===== src/rtl/pong_anim_graph.sv =====
// Pong frame logic: ball, paddle and score state advance once per frame tick,
// and a registered pixel colour is produced from the current positions.
module pong_anim_graph #(
    parameter int unsigned H_RES        = 640,
    parameter int unsigned V_RES        = 480,
    parameter int unsigned WALL_XL      = 32,
    parameter int unsigned WALL_XR      = 35,
    parameter int unsigned BAR_XL       = 600,
    parameter int unsigned BAR_XR       = 603,
    parameter int unsigned BAR_H        = 72,
    parameter int unsigned BAR_V        = 4,
    parameter int unsigned BALL_SZ      = 8,
    parameter int unsigned BALL_V       = 2,
    parameter int unsigned SERVE_FRAMES = 60
) (
    input  logic        clock,
    input  logic        reset,
    input  logic        video_on,
    input  logic [9:0]  pix_x,
    input  logic [9:0]  pix_y,
    input  logic        btn_up,
    input  logic        btn_down,
    output logic [11:0] rgb,
    output logic        frame_tick,
    output logic [1:0]  game_state,
    output logic [7:0]  hit_cnt,
    output logic [3:0]  miss_cnt
);

    localparam int unsigned SerW = $clog2(SERVE_FRAMES + 1);

    localparam logic [9:0] VRes     = 10'(V_RES);
    localparam logic [9:0] VMax     = 10'(V_RES - 1);
    localparam logic [9:0] WallXl   = 10'(WALL_XL);
    localparam logic [9:0] WallXr   = 10'(WALL_XR);
    localparam logic [9:0] BarXl    = 10'(BAR_XL);
    localparam logic [9:0] BarXr    = 10'(BAR_XR);
    localparam logic [9:0] BarHM1   = 10'(BAR_H - 1);
    localparam logic [9:0] BarV     = 10'(BAR_V);
    localparam logic [9:0] BallSzM1 = 10'(BALL_SZ - 1);
    localparam logic [9:0] BallV    = 10'(BALL_V);
    localparam logic [9:0] BallX0   = 10'(H_RES / 2);
    localparam logic [9:0] BallY0   = 10'(V_RES / 2);
    localparam logic [9:0] BarY0    = 10'((V_RES - BAR_H) / 2);

    localparam logic [SerW-1:0] SerLast = SerW'(SERVE_FRAMES - 1);

    localparam logic [11:0] ColWall = 12'h00F;
    localparam logic [11:0] ColBar  = 12'h0F0;
    localparam logic [11:0] ColBall = 12'hF00;
    localparam logic [11:0] ColBg   = 12'h000;

    typedef enum logic [1:0] {
        StServe = 2'd0,
        StPlay  = 2'd1,
        StMiss  = 2'd2
    } state_e;

    state_e          state_q, state_d;
    logic [9:0]      ball_x_q, ball_x_d;
    logic [9:0]      ball_y_q, ball_y_d;
    logic [9:0]      bar_y_q, bar_y_d;
    logic            dx_q, dx_d;
    logic            dy_q, dy_d;
    logic [7:0]      hit_q, hit_d;
    logic [3:0]      miss_q, miss_d;
    logic [SerW-1:0] serve_q, serve_d;
    logic [11:0]     rgb_q, rgb_d;
    logic            tick_cond, tick_cond_q, tick_q;

    // Geometry derived from the current position registers.
    logic [9:0] ball_r, ball_b, bar_b;
    logic       bar_up_ok, bar_dn_ok;
    logic       hit_top, hit_bot, hit_wall, hit_bar, missed;
    logic       wall_on, bar_on, ball_on;
    logic       dx_n, dy_n;

    assign ball_r = ball_x_q + BallSzM1;
    assign ball_b = ball_y_q + BallSzM1;
    assign bar_b  = bar_y_q + BarHM1;

    assign bar_up_ok = bar_y_q >= BarV;
    assign bar_dn_ok = (bar_y_q + BarHM1 + BarV) <= VMax;

    assign hit_top  = ball_y_q <= BallV;
    assign hit_bot  = ball_b >= (VMax - BallV);
    assign hit_wall = ball_x_q <= (WallXr + 10'd1);
    assign hit_bar  = (ball_r >= BarXl) && (ball_r <= BarXr) &&
                      (ball_b >= bar_y_q) && (ball_y_q <= bar_b);
    assign missed   = ball_x_q > BarXr;

    assign wall_on = (pix_x >= WallXl) && (pix_x <= WallXr);
    assign bar_on  = (pix_x >= BarXl) && (pix_x <= BarXr) &&
                     (pix_y >= bar_y_q) && (pix_y <= bar_b);
    assign ball_on = (pix_x >= ball_x_q) && (pix_x <= ball_r) &&
                     (pix_y >= ball_y_q) && (pix_y <= ball_b);

    // Edge-detect the frame position so a held pixel still yields a single pulse.
    assign tick_cond = (pix_x == 10'd0) && (pix_y == VRes);

    always_comb begin
        rgb_d = ColBg;
        if (video_on) begin
            if (wall_on) begin
                rgb_d = ColWall;
            end else if (bar_on) begin
                rgb_d = ColBar;
            end else if (ball_on) begin
                rgb_d = ColBall;
            end
        end
    end

    always_comb begin
        state_d  = state_q;
        ball_x_d = ball_x_q;
        ball_y_d = ball_y_q;
        bar_y_d  = bar_y_q;
        dx_d     = dx_q;
        dy_d     = dy_q;
        hit_d    = hit_q;
        miss_d   = miss_q;
        serve_d  = serve_q;
        dx_n     = dx_q;
        dy_n     = dy_q;

        if (tick_q) begin
            if (btn_up && !btn_down && bar_up_ok) begin
                bar_y_d = bar_y_q - BarV;
            end else if (btn_down && !btn_up && bar_dn_ok) begin
                bar_y_d = bar_y_q + BarV;
            end

            unique case (state_q)
                StServe: begin
                    serve_d = serve_q + 1'b1;
                    if (serve_q == SerLast) begin
                        state_d = StPlay;
                    end
                end
                StPlay: begin
                    // Later bounce rules override earlier ones.
                    if (hit_top) dy_n = 1'b1;
                    if (hit_bot) dy_n = 1'b0;
                    if (hit_wall) dx_n = 1'b1;
                    if (hit_bar) begin
                        dx_n  = 1'b0;
                        hit_d = hit_q + 8'd1;
                    end
                    dx_d = dx_n;
                    dy_d = dy_n;
                    if (missed) begin
                        state_d = StMiss;
                        if (miss_q != 4'hF) miss_d = miss_q + 4'd1;
                    end else begin
                        ball_x_d = dx_n ? (ball_x_q + BallV) : (ball_x_q - BallV);
                        ball_y_d = dy_n ? (ball_y_q + BallV) : (ball_y_q - BallV);
                    end
                end
                StMiss: begin
                    state_d  = StServe;
                    ball_x_d = BallX0;
                    ball_y_d = BallY0;
                    dx_d     = 1'b1;
                    dy_d     = 1'b1;
                    serve_d  = '0;
                end
                default: begin
                    state_d = StServe;
                end
            endcase
        end
    end

    always_ff @(posedge clock) begin
        if (reset) begin
            state_q     <= StServe;
            ball_x_q    <= BallX0;
            ball_y_q    <= BallY0;
            bar_y_q     <= BarY0;
            dx_q        <= 1'b1;
            dy_q        <= 1'b1;
            hit_q       <= 8'd0;
            miss_q      <= 4'd0;
            serve_q     <= '0;
            rgb_q       <= 12'h000;
            tick_cond_q <= 1'b0;
            tick_q      <= 1'b0;
        end else begin
            state_q     <= state_d;
            ball_x_q    <= ball_x_d;
            ball_y_q    <= ball_y_d;
            bar_y_q     <= bar_y_d;
            dx_q        <= dx_d;
            dy_q        <= dy_d;
            hit_q       <= hit_d;
            miss_q      <= miss_d;
            serve_q     <= serve_d;
            rgb_q       <= rgb_d;
            tick_cond_q <= tick_cond;
            tick_q      <= tick_cond & ~tick_cond_q;
        end
    end

    assign rgb        = rgb_q;
    assign frame_tick = tick_q;
    assign game_state = state_q;
    assign hit_cnt    = hit_q;
    assign miss_cnt   = miss_q;

endmodule

===== config.mk =====
export PLATFORM = sky130hd
export DESIGN_NAME = pong_anim_graph
export DESIGN_NICKNAME = d
export VERILOG_FILES = /design/src/rtl/pong_anim_graph.sv
export SDC_FILE = /design/constraint.sdc
export NUM_CORES = 1
export LEC_CHECK = 0
export ABC_AREA = 1
export CAP_MARGIN = 20
export CORE_MARGIN = 5
export CORE_UTILIZATION = 37
export CTS_BUF_LIST = sky130_fd_sc_hd__clkbuf_8
export CTS_CLUSTER_SIZE = 10
export DETAILED_ROUTE_END_ITERATION = 16
export PLACE_DENSITY_LB_ADDON = 0.1
export SYNTH_ARGS = -nofsm -noshare
export SYNTH_HDL_FRONTEND = slang
export SYNTH_SLANG_ARGS = --single-unit

===== constraint.sdc =====
create_clock -name clock -period 3.8 [get_ports clock]
set_input_delay 0.76 -clock clock [delete_from_list [all_inputs] [get_ports clock]]
set_output_delay 0.76 -clock clock [all_outputs]
set_load 0.05 [all_outputs]

* Word-level counts from Yosys, hierarchy flattened
Cells that the tools add are included.
** Operators by class
- Reduce and logical (&&, ||, !) cells :: 32
- Multiplexer cells :: 25
- $add $sub $neg :: 13
- Equality and inequality tests :: 8
- Bitwise logic cells :: 3
- Order comparisons :: 20
** Operators by type and width (count)
- two-way mux 10 bit :: 6
- adder 10 x 3 -> 10 bit (second input constant) :: 4
- greater-or-equal comparator 10 bit :: 4
- less-or-equal comparator 10 bit :: 4
- one-hot mux 10 bit (2 select lines) :: 2
- adder 10 x 2 -> 10 bit (second input constant) :: 2
- greater-or-equal comparator 10 bit (second input constant) :: 2
- less-or-equal comparator 10 bit (second input constant) :: 2
- less-or-equal comparator 10 x 6 -> 1 bit (second input constant) :: 2
- subtractor 10 x 2 -> 10 bit (second input constant) :: 2
- logical AND 1 bit :: 15
- two-way mux 12 bit :: 1
- one-hot mux 6 bit (2 select lines) :: 1
- adder 10 x 7 -> 10 bit (second input constant) :: 1
- == test 10 x 9 -> 1 bit (second input constant) :: 1
- greater-or-equal comparator 10 x 3 -> 1 bit (second input constant) :: 1
- greater-or-equal comparator 10 x 6 -> 1 bit (second input constant) :: 1
- greater-or-equal comparator 10 x 9 -> 1 bit (second input constant) :: 1
- > comparator 10 bit (second input constant) :: 1
- less-or-equal comparator 10 x 2 -> 1 bit (second input constant) :: 1
- less-or-equal comparator 10 x 9 -> 1 bit (second input constant) :: 1
- zero test 10 bit :: 1
- subtractor 10 x 3 -> 10 bit (second input constant) :: 1
- AND reduction 3 bit :: 3
- other kinds (24) :: 41
** Word-level totals
- Word-level logic and storage cells :: 115
- Input port bits :: 25
- Output and inout port bits :: 27
- Bits in registers :: 66

* Depth between registers and ports, before layout
Gate-level depths: netlist of the first run.
- Word-level depth :: 11
- Gate-level depth with buffers :: 26
- Mapped depth without buffers :: 26

* Worst setup path before layout of the first run
No wires, ideal clock.
- Path kind :: register to register
- Start point :: register ball_y_q[1]
- End point :: register ball_x_q[7]
- Arrival :: 3.320 ns
- Data required time :: 3.670 ns
- Stages on the path, launching flop included :: 21
- Library setup time :: 0.130 ns
- Setup slack :: 0.350 ns
- Path through :: dfxtp_1 -> inv_1 -> ha_1 -> nor2_1 -> nand2_1 -> o21ai_1 -> inv_2 -> ha_1 -> a21oi_1 -> o21a_1 -> nand2_1 -> nand4_4 -> nand2_2 -> inv_1 -> fa_1 -> o21ai_0 -> nand2_1 -> a21oi_1 -> o21ai_0 -> a22oi_1 -> nor2_1
** On the way
- Longest elaborated chain between the ends :: 10
- Elaborated cells between the ends (all ways) :: 11
- Those cells by class :: add/sub (1); order compare (2); mux (6); reduce/logical (2)
** RTL lines
- from (decl) :: RTL line 61 : logic [9:0] ball_y_q, ball_y_d;
- from (signal assigned) :: RTL line 179 : ball_y_q <= BallY0;
- from (signal assigned) :: RTL line 192 : ball_y_q <= ball_y_d;
- adder 10 x 3 -> 10 bit :: RTL line 79 : assign ball_b = ball_y_q + BallSzM1;
- greater-or-equal comparator 10 bit :: RTL line 89 : (ball_b >= bar_y_q) && (ball_y_q <= bar_b);
- logical AND 1 bit :: RTL line 88 : assign hit_bar = (ball_r >= BarXl) && (ball_r <= BarXr) &&
- logical AND 1 bit * :: RTL line 89
- two-way mux 1 bit * :: RTL line 146 : if (hit_bar) begin
- two-way mux 1 bit * :: RTL line 134 : unique case (state_q)
- two-way mux 1 bit * :: RTL line 127 : if (tick_q) begin
- two-way mux 10 bit * :: RTL line 156 : ball_x_d = dx_n ? (ball_x_q + BallV) : (ball_x_q - BallV);
- two-way mux 10 bit * :: RTL line 152 : if (missed) begin
- one-hot mux 10 bit (2 select lines) * :: RTL line 134
- to (signal assigned) :: RTL line 178 : ball_x_q <= BallX0;
- to (signal assigned) :: RTL line 191 : ball_x_q <= ball_x_d;
- to (decl) :: RTL line 60 : logic [9:0] ball_x_q, ball_x_d;
Every way passes the cells marked *; elsewhere a longest branch is shown, timed or not. The select of a mux whose other input is x is not followed.
A chain may end at the register's enable or synchronous reset.

* Worst setup path after layout of the first run
Ends and elaborated chain as after synthesis.

==> summary.txt, run 1 <==
Synth
  • Syn Nets: approximately 930
  • Leading area contributor after synthesis: ha_1
  • Most used DFF post-synth: dfxtp_1
  • Post-synth EDFFs: 0
  • Top cell type's share of synthesized area: approximately a fifth
  • Ranking of synthesized cells by area: ha_1 21%, dfxtp_1 19%, nand2_1 14%
  • Flops & latches, synth: 53
  • Cell Area, Synth: approximately 0.0055 mm²
  • Sequential-to-total area share from yosys stat: between 10% and 20%
  • Distinct cells, synth: 44
  • Post-synthesis async set-or-reset flop share: 0%
  • Synth warnings: 0
  • Syn Area/Cell: about 6.7 µm²
  • Syn Inst Count: 812

Critical path
  • Worst-path fanout max: 7
  • Crit path launch type: flop
  • Flop2flop setup slack: 0.32 ns
  • WP buf/inv: 3
  • Worst EP required: 4.07 ns
  • Crit-path cells: inv_1 > ha_1 > nor2_1 > nand2_1 > o21ai_2 > inv_2 > ha_1 > a21oi_1 > o21a_1 > nand2_1 > nand4_4 > nand2_4 > inv_1 > fa_1 > o21ai_1 > nand2_1 > a21oi_1 > nor2_1 > a21oi_1 > a22oi_1 > nor2_1
  • CP Capture Point: ball_x_q[7]
  • CP Data Arrival Time: around 3.8 ns
  • CP peak stage delay: approximately 0.4 ns
  • FF-to-FF End: ball_x_q[7]
  • Worst R2R Path Depth: 21
  • Delay-heaviest family, CP: compound AO/OA/AOI/OAI gates
  • WP depth: 21
  • CP startpoint: ball_y_q[1]
  • Critical Path Slowest Stage Cell: fa_1
  • Critical path class: flop to flop
  • CP endpoint kind: flop
  • Reg-to-Reg Start: ball_y_q[1]

Timing
  • Setup Viol. Count Final: 0
  • Setup_tns: 0 ns
  • Highest clock rate: ~290 MHz
  • Period minus WS final: between 3 and 4 ns
  • Final period util: 91.67%
  • Final Hold Vio Count: 0
  • Worst Tran Pin Value: 0.5192 ns
  • Final Skew: roughly 0.015 ns
  • Max-slew headroom: about two thirds
  • Pins Over Slew Limit: 0

Placement
  • Routability cong.: 0.8980
  • Dpl hpwl: around 13000 µm
  • IO buf count: 51
  • # placed instances: between 1000 and 1500

Power
  • PwrDens: between 150 and 200 mW/mm²
  • Maximum vdd drop: about 0.00013 V
  • LEAKAGE: around 2.9 nW

Floorplanning
  • CORE AREA: between 0.01 and 0.015 mm²
  • Die Footprint: about 0.017 mm²
  • Chip width: 131.5 µm
  • Rows: between 40 and 50
  • Die H: about 130 µm
  • Ports: 52
  • Starting Density: 37.59%

Cells and area
  • Area grow syn2layout: 17.80%
  • Fin cells: 1062
  • Nets: ~1000
  • # diodes: 0
  • Layout cell share with drive strength beyond 1: about a tenth
  • Fillers: around 1500

Route
  • Via Count: between 5000 and 6000
  • DRT Wirelength: 15850 µm
  • Number of vias per cell: roughly 5.2
  • Drt wl/cell: roughly 15 µm
  • Initial DRC Count: roughly 250
  • DRT antenna net count: 0
  • DR DRC count: 0
  • Initial DRT Pass Iterations: 8

GRT
  • GRT Total Usage: ~18%
  • Grt total ovfl: 0
  • Antenna violations before repair: 0
  • Global-route wire length before repair: approximately 26000 µm
  • Largest net degree at the start of global routing: 23
  • Vias in the first global route: roughly 5200

Flow run
  • Max_cap viols: 0

Min path
  • Type of the tightest min-delay check: flop to flop

Clock network
  • CTS clk-pin slew, worst paths: 0.11 ns
  • CTS Root Cell: clkbuf_8
  • Htree depth: 2
  • TritonCTS clock tree: built
  • CTS Buf Count: 5
  • Clock Path Buffers: 2
  • Setup repair bufs after CTS: 0
  • Worst skew pair latency: between 0.3 and 0.4 ns
  • Resized cells post-CTS: 0
  • Hold_buf cts: 0
  • CTS Sinks: between 50 and 60

Run status
  • Status: finished, final reports clean
[synthesized netlist by cell type (all sizes together), types with 3 or more instances]
library cell	instances
a211oi	3
a21oi	77
a31oi	3
buf	14
clkbuf	6
dfxtp	53
ha	93
inv	100
nand2	210
nand3	69
nand4	17
nor2	60
nor3	11
nor4	6
o2111ai	4
o21ai	43
or2	3
xnor2	8
xor2	18
[stage by stage]
stage / hold slack (ns) / utilization (%) / cell area (µm²) / setup WS [ns] / total power [W]
global route: 0.4123 / 44.28 / 6435 / -0.02910 / 0.001166
floorplan: 0.3741 / - / 5463 / 0.3501 / 0.0006360
CTS: 0.4009 / 44.00 / 6395 / 0.06493 / 0.001131
global placement: 0.3851 / 43.22 / 6282 / 0.1844 / 0.0006954
detailed placement: 0.3795 / 43.22 / 6282 / 0.1120 / 0.0006987
finish: 0.4009 / 44.28 / 6435 / 0.3165 / 0.001108
[kinds of logic after synthesis]
kind of cell | Yosys count | share of synthesized area [%]
xor gates and xnor gates | 26 | 4.169
AOI/OAI and AO/OA | 139 | 13.97
DFF | 53 | 19.42
adders and majority gates | 94 | 21.67
and+or+nand+nor | 379 | 31.38
buffers and inverters | 121 | 9.391
[final cells by class]
class	instances	area [µm²]	share of cell area, %
flip-flops and latches	53	1066	16.57
clock inverters	3	43.79	0.6805
clock buffers	5	68.82	1.069
inverters	101	389.1	6.047
repair buffers	78	713.2	11.08
well taps	184	230.2	3.578
multi-input cells	638	3924	60.98
[how the worst min path moves through the flow]
stage / start / depth (start not counted) / endpoint
floorplan: tick_cond_q / 1 / frame_tick
global placement: tick_cond_q / 1 / frame_tick
detailed placement: tick_cond_q / 1 / frame_tick
CTS: tick_cond_q / 1 / frame_tick
global route: tick_cond_q / 1 / frame_tick
finish: tick_cond_q / 1 / frame_tick
[per-layer routing]
layer	wire length [µm]	GRT usage, %	vias up
li1	-	-	2837
met1	7422	22.39	2530
met5	0	0	-
met4	330	5.200	0
met2	7754	31.74	83
met3	342	2.446	22
[registers in the layout (all words and copies together), names as in the netlist]
signal       cells
dx_q             1
hit_cnt          8
bar_y_q          8
tick_cond_q      1
game_state       2
rgb              3
serve_q          6
miss_cnt         4
ball_x_q         9
frame_tick       1
dy_q             1
ball_y_q         9
[layout by cell type (no fill, tap or decap), types with 4 or more instances in the layout]
cell type        instances
a21oi_1                 73
a21oi_2                  4
buf_4                   27
clkbuf_8                 5
clkdlybuf4s50_1         51
dfxtp_1                 49
dfxtp_2                  4
ha_1                    92
inv_1                   84
inv_2                   15
nand2_1                200
nand2_2                  5
nand2_4                  5
nand3_1                 69
nand4_1                 15
nor2_1                  53
nor2_4                   5
nor3_1                   9
nor4_1                   6
o2111ai_1                4
o21ai_0                 28
o21ai_1                 10
o21ai_2                  5
xnor2_1                  8
xor2_1                  18
[power by group]
group / switching, W / total [W] / internal [W]
logic: 0.0000756 / 0.000131 / 0.0000556
clock network: 0.000223 / 0.000422 / 0.000198
registers: 0.000000115 / 0.000555 / 0.000555
total: 0.000299 / 0.00111 / 0.000809
[worst register-to-register path, cell delays in order (launching register included)]
cell and delay (ns):
dfxtp_2 0.39, inv_1 0.07, ha_1 0.21, nor2_1 0.15
nand2_1 0.12, o21ai_2 0.19, inv_2 0.06, ha_1 0.29
a21oi_1 0.07, o21a_1 0.17, nand2_1 0.10, nand4_4 0.13
nand2_4 0.14, inv_1 0.08, fa_1 0.40, o21ai_1 0.22
nand2_1 0.10, a21oi_1 0.17, nor2_1 0.06, a21oi_1 0.14
a22oi_1 0.08, nor2_1 0.10
Power figures use the tool's default switching activity.
==> run 2, diff against run 1 <==
Settings changed: CTS_BUF_LIST sky130_fd_sc_hd__clkbuf_8 to sky130_fd_sc_hd__clkbuf_4.
==> run 2 against run 1 <==
- sequential share of layout area grew 0.15 points
- fmax is essentially flat
- non-clock buffer count is the same
- die area stayed put
- largest cell class unchanged
- largest power group unchanged
- highest routed layer unchanged
==> summary.txt, run 2 (synthesis results as in run 1) <==
Route
  • Drt wl/cell: 14.94 µm (was 14.92 µm)
  • Initial DRT Pass Iterations: 7 (was 8)
  • Initial DRC Count: 265 (was 252)
  • Via Count: 5509 (was 5472)
  • DRT Wirelength: 15880 µm (was 15850 µm)
  • Number of vias per cell: 5.183 (was 5.153)
  • DRT antenna net count: 0 (unchanged)
  • DR DRC count: 0 (unchanged)

Timing
  • Period minus WS final: 3.481 ns (was 3.483 ns)
  • Worst Tran Pin Value: 0.5399 ns (was 0.5192 ns)
  • Pins Over Slew Limit: 0 (unchanged)
  • Highest clock rate: 287.3 MHz (was 287.1 MHz)
  • Final Skew: 0.01518 ns (was 0.01451 ns)
  • Final Hold Vio Count: 0 (unchanged)
  • Setup Viol. Count Final: 0 (unchanged)
  • Max-slew headroom: 63.68% (was 65.14%)
  • Setup_tns: 0 ns (unchanged)
  • Final period util: 91.60% (was 91.67%)

Power
  • Pwr Total: 0.001040 W (was 0.001108 W)
  • PwrDens: 162.1 mW/mm² (was 172.2 mW/mm²)
  • LEAKAGE: 2.874 nW (was 2.884 nW)
  • Maximum vdd drop: 0.0001204 V (was 0.0001317 V)

GRT
  • GRT Total Usage: 17.81% (was 17.84%)
  • Antenna violations before repair: 1 (was 0)
  • Global-route wire length before repair: 25860 µm (was 25850 µm)
  • Largest net degree at the start of global routing: 23 (unchanged)
  • Vias in the first global route: 5226 (unchanged)
  • Grt total ovfl: 0 (unchanged)

Floorplanning
  • Chip width: 131.5 µm (unchanged)
  • Starting Density: 37.59% (unchanged)
  • Ports: 52 (unchanged)
  • Die Footprint: 0.01729 mm² (unchanged)
  • CORE AREA: 0.01453 mm² (unchanged)
  • Die H: 131.5 µm (unchanged)
  • Rows: 44 (unchanged)

Cells and area
  • Most frequent cells in the layout: 200 x nand2_1, 92 x ha_1, 84 x inv_1 (unchanged)
  • Area grow syn2layout: 17.45% (was 17.80%)
  • Nets: 996 (unchanged)
  • Utilization after layout: 44.15% (was 44.28%)
  • Layout cell share with drive strength beyond 1: 10.36% (was 10.14%)
  • Largest regs: ball_x_q (9), ball_y_q (9) (unchanged)
  • Fin cells: 1063 (was 1062)
  • Most common cell after layout, fill and taps aside: nand2_1 (unchanged)

Critical path
  • Critical path class: flop to flop (unchanged)
  • Worst-path fanout max: 7 (unchanged)
  • Crit path launch type: flop (unchanged)
  • CP endpoint kind: flop (unchanged)
  • CP Data Arrival Time: 3.84 ns (was 3.76 ns)
  • Worst EP required: 4.16 ns (was 4.07 ns)

Min path
  • Type of the tightest min-delay check: flop to flop (unchanged)

Clock network
  • CTS clk-pin slew, worst paths: 0.18 ns (was 0.11 ns)
  • Htree depth: 2 (unchanged)
  • Resized cells post-CTS: 0 (unchanged)
  • CTS Buf Count: 5 (unchanged)
  • Hold_buf cts: 0 (unchanged)
  • Setup repair bufs after CTS: 0 (unchanged)
  • CTS Root Cell: clkbuf_4 (was clkbuf_8)
  • TritonCTS clock tree: built (unchanged)
  • Clock Path Buffers: 2 (unchanged)
  • CTS Sinks: 53 (unchanged)
  • Worst skew pair latency: 0.42 ns (was 0.34 ns)

Placement
  • # placed instances: 1054 (unchanged)
  • Dpl hpwl: 12930 µm (unchanged)
  • Routability cong.: 0.8980 (unchanged)
  • IO buf count: 51 (unchanged)

Flow run
  • Max_cap viols: 0 (unchanged)

Run status
  • Status: finished, final reports clean (unchanged)
[run 2: changes by cell type in the layout (fill, tap and decap cells not counted)]
cell | before | now
o21ai_2 | 5 | 6
diode_2 | 0 | 1
dfxtp_1 | 49 | 48
clkbuf_8 | 5 | 0
clkbuf_4 | 0 | 5
dfxtp_2 | 4 | 3
o21ai_0 | 28 | 27
dfxtp_4 | 0 | 2
[run 2: report_power, final]
group	internal [W]	switching (W)
clock	0.000140	0.000214
combinational	0.0000556	0.0000754
sequential	0.000555	0.000000116
total	0.000751	0.000290
[run 2: final cells by class]
cell class                      count  area (µm²)
Fill cell                        1535        8118
Sequential cell                    53        1072
Tap cell                          184       230.2
Timing Repair Buffer               78       713.2
Clock buffer                        5       37.54
Inverter                          101       389.1
Antenna cell                        1       2.502
Clock inverter                      3       43.79
Multi-Input combinational cell    638        3928
[run 2: path summary, 6_finish.rpt]
| check | startpoint | to | slack (ns) | depth (start not counted) |
|---|---|---|---|---|
| setup reg to reg | bar_y_q[3] | ball_x_q[7] | 0.32 | 22 |
| hold reg to reg | tick_cond_q | frame_tick | 0.40 | 1 |
| hold / removal | tick_cond_q | frame_tick | 0.40 | 1 |
| setup / recovery | bar_y_q[3] | ball_x_q[7] | 0.32 | 22 |
[run 2: layer usage]
layer | vias up | track usage (%) | routed length [µm]
li1 | 2836 | - | -
met2 | 91 | 31.66 | 7817
met4 | 0 | 4.857 | 286
met1 | 2565 | 22.50 | 7372
met5 | - | 0 | 0
met3 | 17 | 2.446 | 401
[run 2: worst max-delay path, cell delays in order, from the launching register on]
cell     delay [ns]
dfxtp_4        0.39
ha_1           0.19
nand2_1        0.09
inv_2          0.04
nand2_1        0.11
nand2_1        0.10
nand3_1        0.10
nand2_2        0.09
ha_1           0.29
a21oi_1        0.12
o21ai_0        0.11
a21oi_2        0.19
nand4_4        0.15
nand2_4        0.15
inv_1          0.08
fa_1           0.42
o21ai_2        0.18
nand2_1        0.08
a21oi_1        0.16
nor2_1         0.06
a21oi_1        0.14
a22oi_1        0.08
nor2_1         0.10
[run 2: stage by stage]
stage | area (µm²) | worst slack, ns | hold WS (ns)
floorplan | 5463 | 0.3501 | 0.3741
global placement | 6282 | 0.1844 | 0.3851
detailed placement | 6282 | 0.1120 | 0.3795
CTS | 6364 | 0.05339 | 0.4067
global route | 6416 | -0.006041 | 0.4180
finish | 6416 | 0.3193 | 0.4050
==> run 3, diff against run 2 <==
Settings changed: CORE_UTILIZATION 37 to 60.
==> run 3 against run 2 <==
- clock power down 24%
- via count up 1.6%
- count of clock-buffer cells in the layout up 1
- combinational power about the same
- worst setup slack worse by 0.11 ns
- non-clock buffer count is 6 lower
- critical path type unchanged
- critical endpoint is now ball_x_q[9]
==> summary.txt, run 3 (synthesis results as in run 1) <==
Run status
  • Status: finished, final reports clean (unchanged)

Cells and area
  • Area grow syn2layout: 14.32% (was 17.45%)
  • Layout cell share with drive strength beyond 1: 9.518% (was 10.36%)
  • Most frequent cells in the layout: 200 x nand2_1, 92 x ha_1, 83 x inv_1 (was 200 x nand2_1, 92 x ha_1, 84 x inv_1)
  • Fillers: 789 (was 1535)
  • # diodes: 0 (was 1)
  • Most common cell after layout, fill and taps aside: nand2_1 (unchanged)
  • Reg area: 0.001067 mm² (was 0.001072 mm²)
  • Fin area: 0.006245 mm² (was 0.006416 mm²)
  • Largest regs: ball_x_q (9), ball_y_q (9) (unchanged)
  • Nets: 990 (was 996)
  • Multi-input logic area: 0.003926 mm² (was 0.003928 mm²)

Clock network
  • CTS Buf Count: 5 (unchanged)
  • CTS clk-pin slew, worst paths: 0.16 ns (was 0.18 ns)
  • Clock Path Buffers: 2 (unchanged)
  • Hold_buf cts: 0 (unchanged)
  • TritonCTS clock tree: built (unchanged)
  • Worst skew pair latency: 0.38 ns (was 0.42 ns)
  • Htree depth: 2 (unchanged)
  • CTS Sinks: 53 (unchanged)
  • CTS Root Cell: clkbuf_4 (unchanged)

GRT
  • Grt total ovfl: 0 (unchanged)
  • Largest net degree at the start of global routing: 31 (was 23)
  • GRT Total Usage: 26.91% (was 17.81%)
  • Vias in the first global route: 5454 (was 5226)
  • Antenna violations before repair: 0 (was 1)
  • Global-route wire length before repair: 25160 µm (was 25860 µm)

Floorplanning
  • CORE AREA: 0.008806 mm² (was 0.01453 mm²)
  • Die Footprint: 0.01111 mm² (was 0.01729 mm²)
  • Die H: 105.4 µm (was 131.5 µm)
  • Rows: 34 (was 44)
  • Chip width: 105.4 µm (was 131.5 µm)
  • Starting Density: 62.03% (was 37.59%)
  • Ports: 52 (unchanged)

Route
  • DRT Wirelength: 14870 µm (was 15880 µm)
  • DRT antenna net count: 0 (unchanged)
  • Initial DRT Pass Iterations: 5 (was 7)
  • Number of vias per cell: 5.711 (was 5.183)
  • Drt wl/cell: 15.17 µm (was 14.94 µm)
  • Via Count: 5597 (was 5509)
  • Initial DRC Count: 377 (was 265)
  • DR DRC count: 0 (unchanged)

Placement
  • Routability cong.: 0.9689 (was 0.8980)
  • Placed Area: 0.006127 mm² (was 0.006282 mm²)
  • Dpl hpwl: 12140 µm (was 12930 µm)
  • Post-place setup slack: 0.06043 ns (was 0.1120 ns)
  • IO buf count: 51 (unchanged)

Timing
  • Final period util: 94.53% (was 91.60%)
  • Hold Slack: 0.4058 ns (was 0.4050 ns)
  • Setup Viol. Count Final: 0 (unchanged)
  • Final Hold Vio Count: 0 (unchanged)
  • Final Skew: 0.01088 ns (was 0.01518 ns)
  • Period minus WS final: 3.592 ns (was 3.481 ns)
  • Final WS setup: 0.2080 ns (was 0.3193 ns)
  • Highest clock rate: 278.4 MHz (was 287.3 MHz)
  • Worst Tran Pin Value: 0.6508 ns (was 0.5399 ns)
  • Max-slew headroom: 56.22% (was 63.68%)
  • Pins Over Slew Limit: 0 (unchanged)

Critical path
  • Worst EP required: 4.11 ns (was 4.16 ns)
  • Crit path launch type: flop (unchanged)
  • CP endpoint kind: flop (unchanged)
  • Worst-path fanout max: 6 (was 7)
  • Critical path class: flop to flop (unchanged)
  • CP Data Arrival Time: 3.90 ns (was 3.84 ns)

Flow run
  • Max_cap viols: 0 (unchanged)

Power
  • PwrDens: 152.9 mW/mm² (was 162.1 mW/mm²)
  • LEAKAGE: 2.838 nW (was 2.874 nW)
  • Maximum vdd drop: 0.0001099 V (was 0.0001204 V)

Min path
  • Type of the tightest min-delay check: flop to flop (unchanged)
==> run 3: worst paths after layout <==
kind,start,slack (ns),endpoint,cells after the start
min reg2reg,tick_cond_q,0.41,frame_tick,1
max,ball_y_q[8],0.21,ball_x_q[9],20
max reg2reg,ball_y_q[8],0.21,ball_x_q[9],20
min,tick_cond_q,0.41,frame_tick,1
==> run 3: repair_timing <==
| action | 4_1_cts | 5_1_grt |
|---|---|---|
| resized for setup | 0 | 16 |
| setup endpoints to repair | 0 | 5 |
| setup buffers | 0 | 2 |
==> run 3: metal layers <==
layer	vias up	share of wire [%]	GRT usage [%]	wire length, µm
met3	33	4.0	3.301	595
met5	-	0	0	0
met1	2591	44	34.07	6594
met4	0	2.4	8.622	359
met2	145	49	47.40	7316
li1	2828	-	-	-
==> run 3: metrics by stage <==
step / cells / utilization, % / TNS, ns / power, W
finish: 980 / 70.91 / 0 / 0.0009549
global route: 980 / 70.91 / -0.07353 / 0.001002
CTS: 978 / 70.25 / 0 / 0.0009598
detailed placement: 970 / 69.58 / 0 / 0.0006956
global placement: 970 / 69.58 / 0 / 0.0006895
floorplan: 812 / - / 0 / 0.0006360
==> run 3: final cells by class <==
cell class | instances | area share [%]
clock buffers | 6 | 0.7213
clock inverters | 2 | 0.2204
inverters | 101 | 6.231
multi-input cells | 638 | 62.87
flip-flops and latches | 53 | 17.09
well taps | 108 | 2.164
repair buffers | 72 | 10.70
==> run 3: power by group <==
part,internal (W),switching [W]
Sequential,0.000555,0.000000128
Combinational,0.0000546,0.0000749
Clock,0.0000818,0.000188
Total,0.000692,0.000263
==> run 3: worst max-delay path: stages (launching register included) <==
cell,delay [ns]
dfxtp_1,0.46
inv_1,0.16
nor3_2,0.20
nand2_1,0.11
xor2_2,0.21
ha_1,0.28
a21oi_1,0.15
o21a_1,0.14
nand2_1,0.08
nand4_4,0.14
nand2_4,0.10
buf_4,0.17
buf_4,0.15
ha_1,0.32
a21oi_1,0.17
o21ai_0,0.11
a31oi_1,0.22
inv_1,0.06
nand3_1,0.09
nand3_1,0.08
a21oi_1,0.13
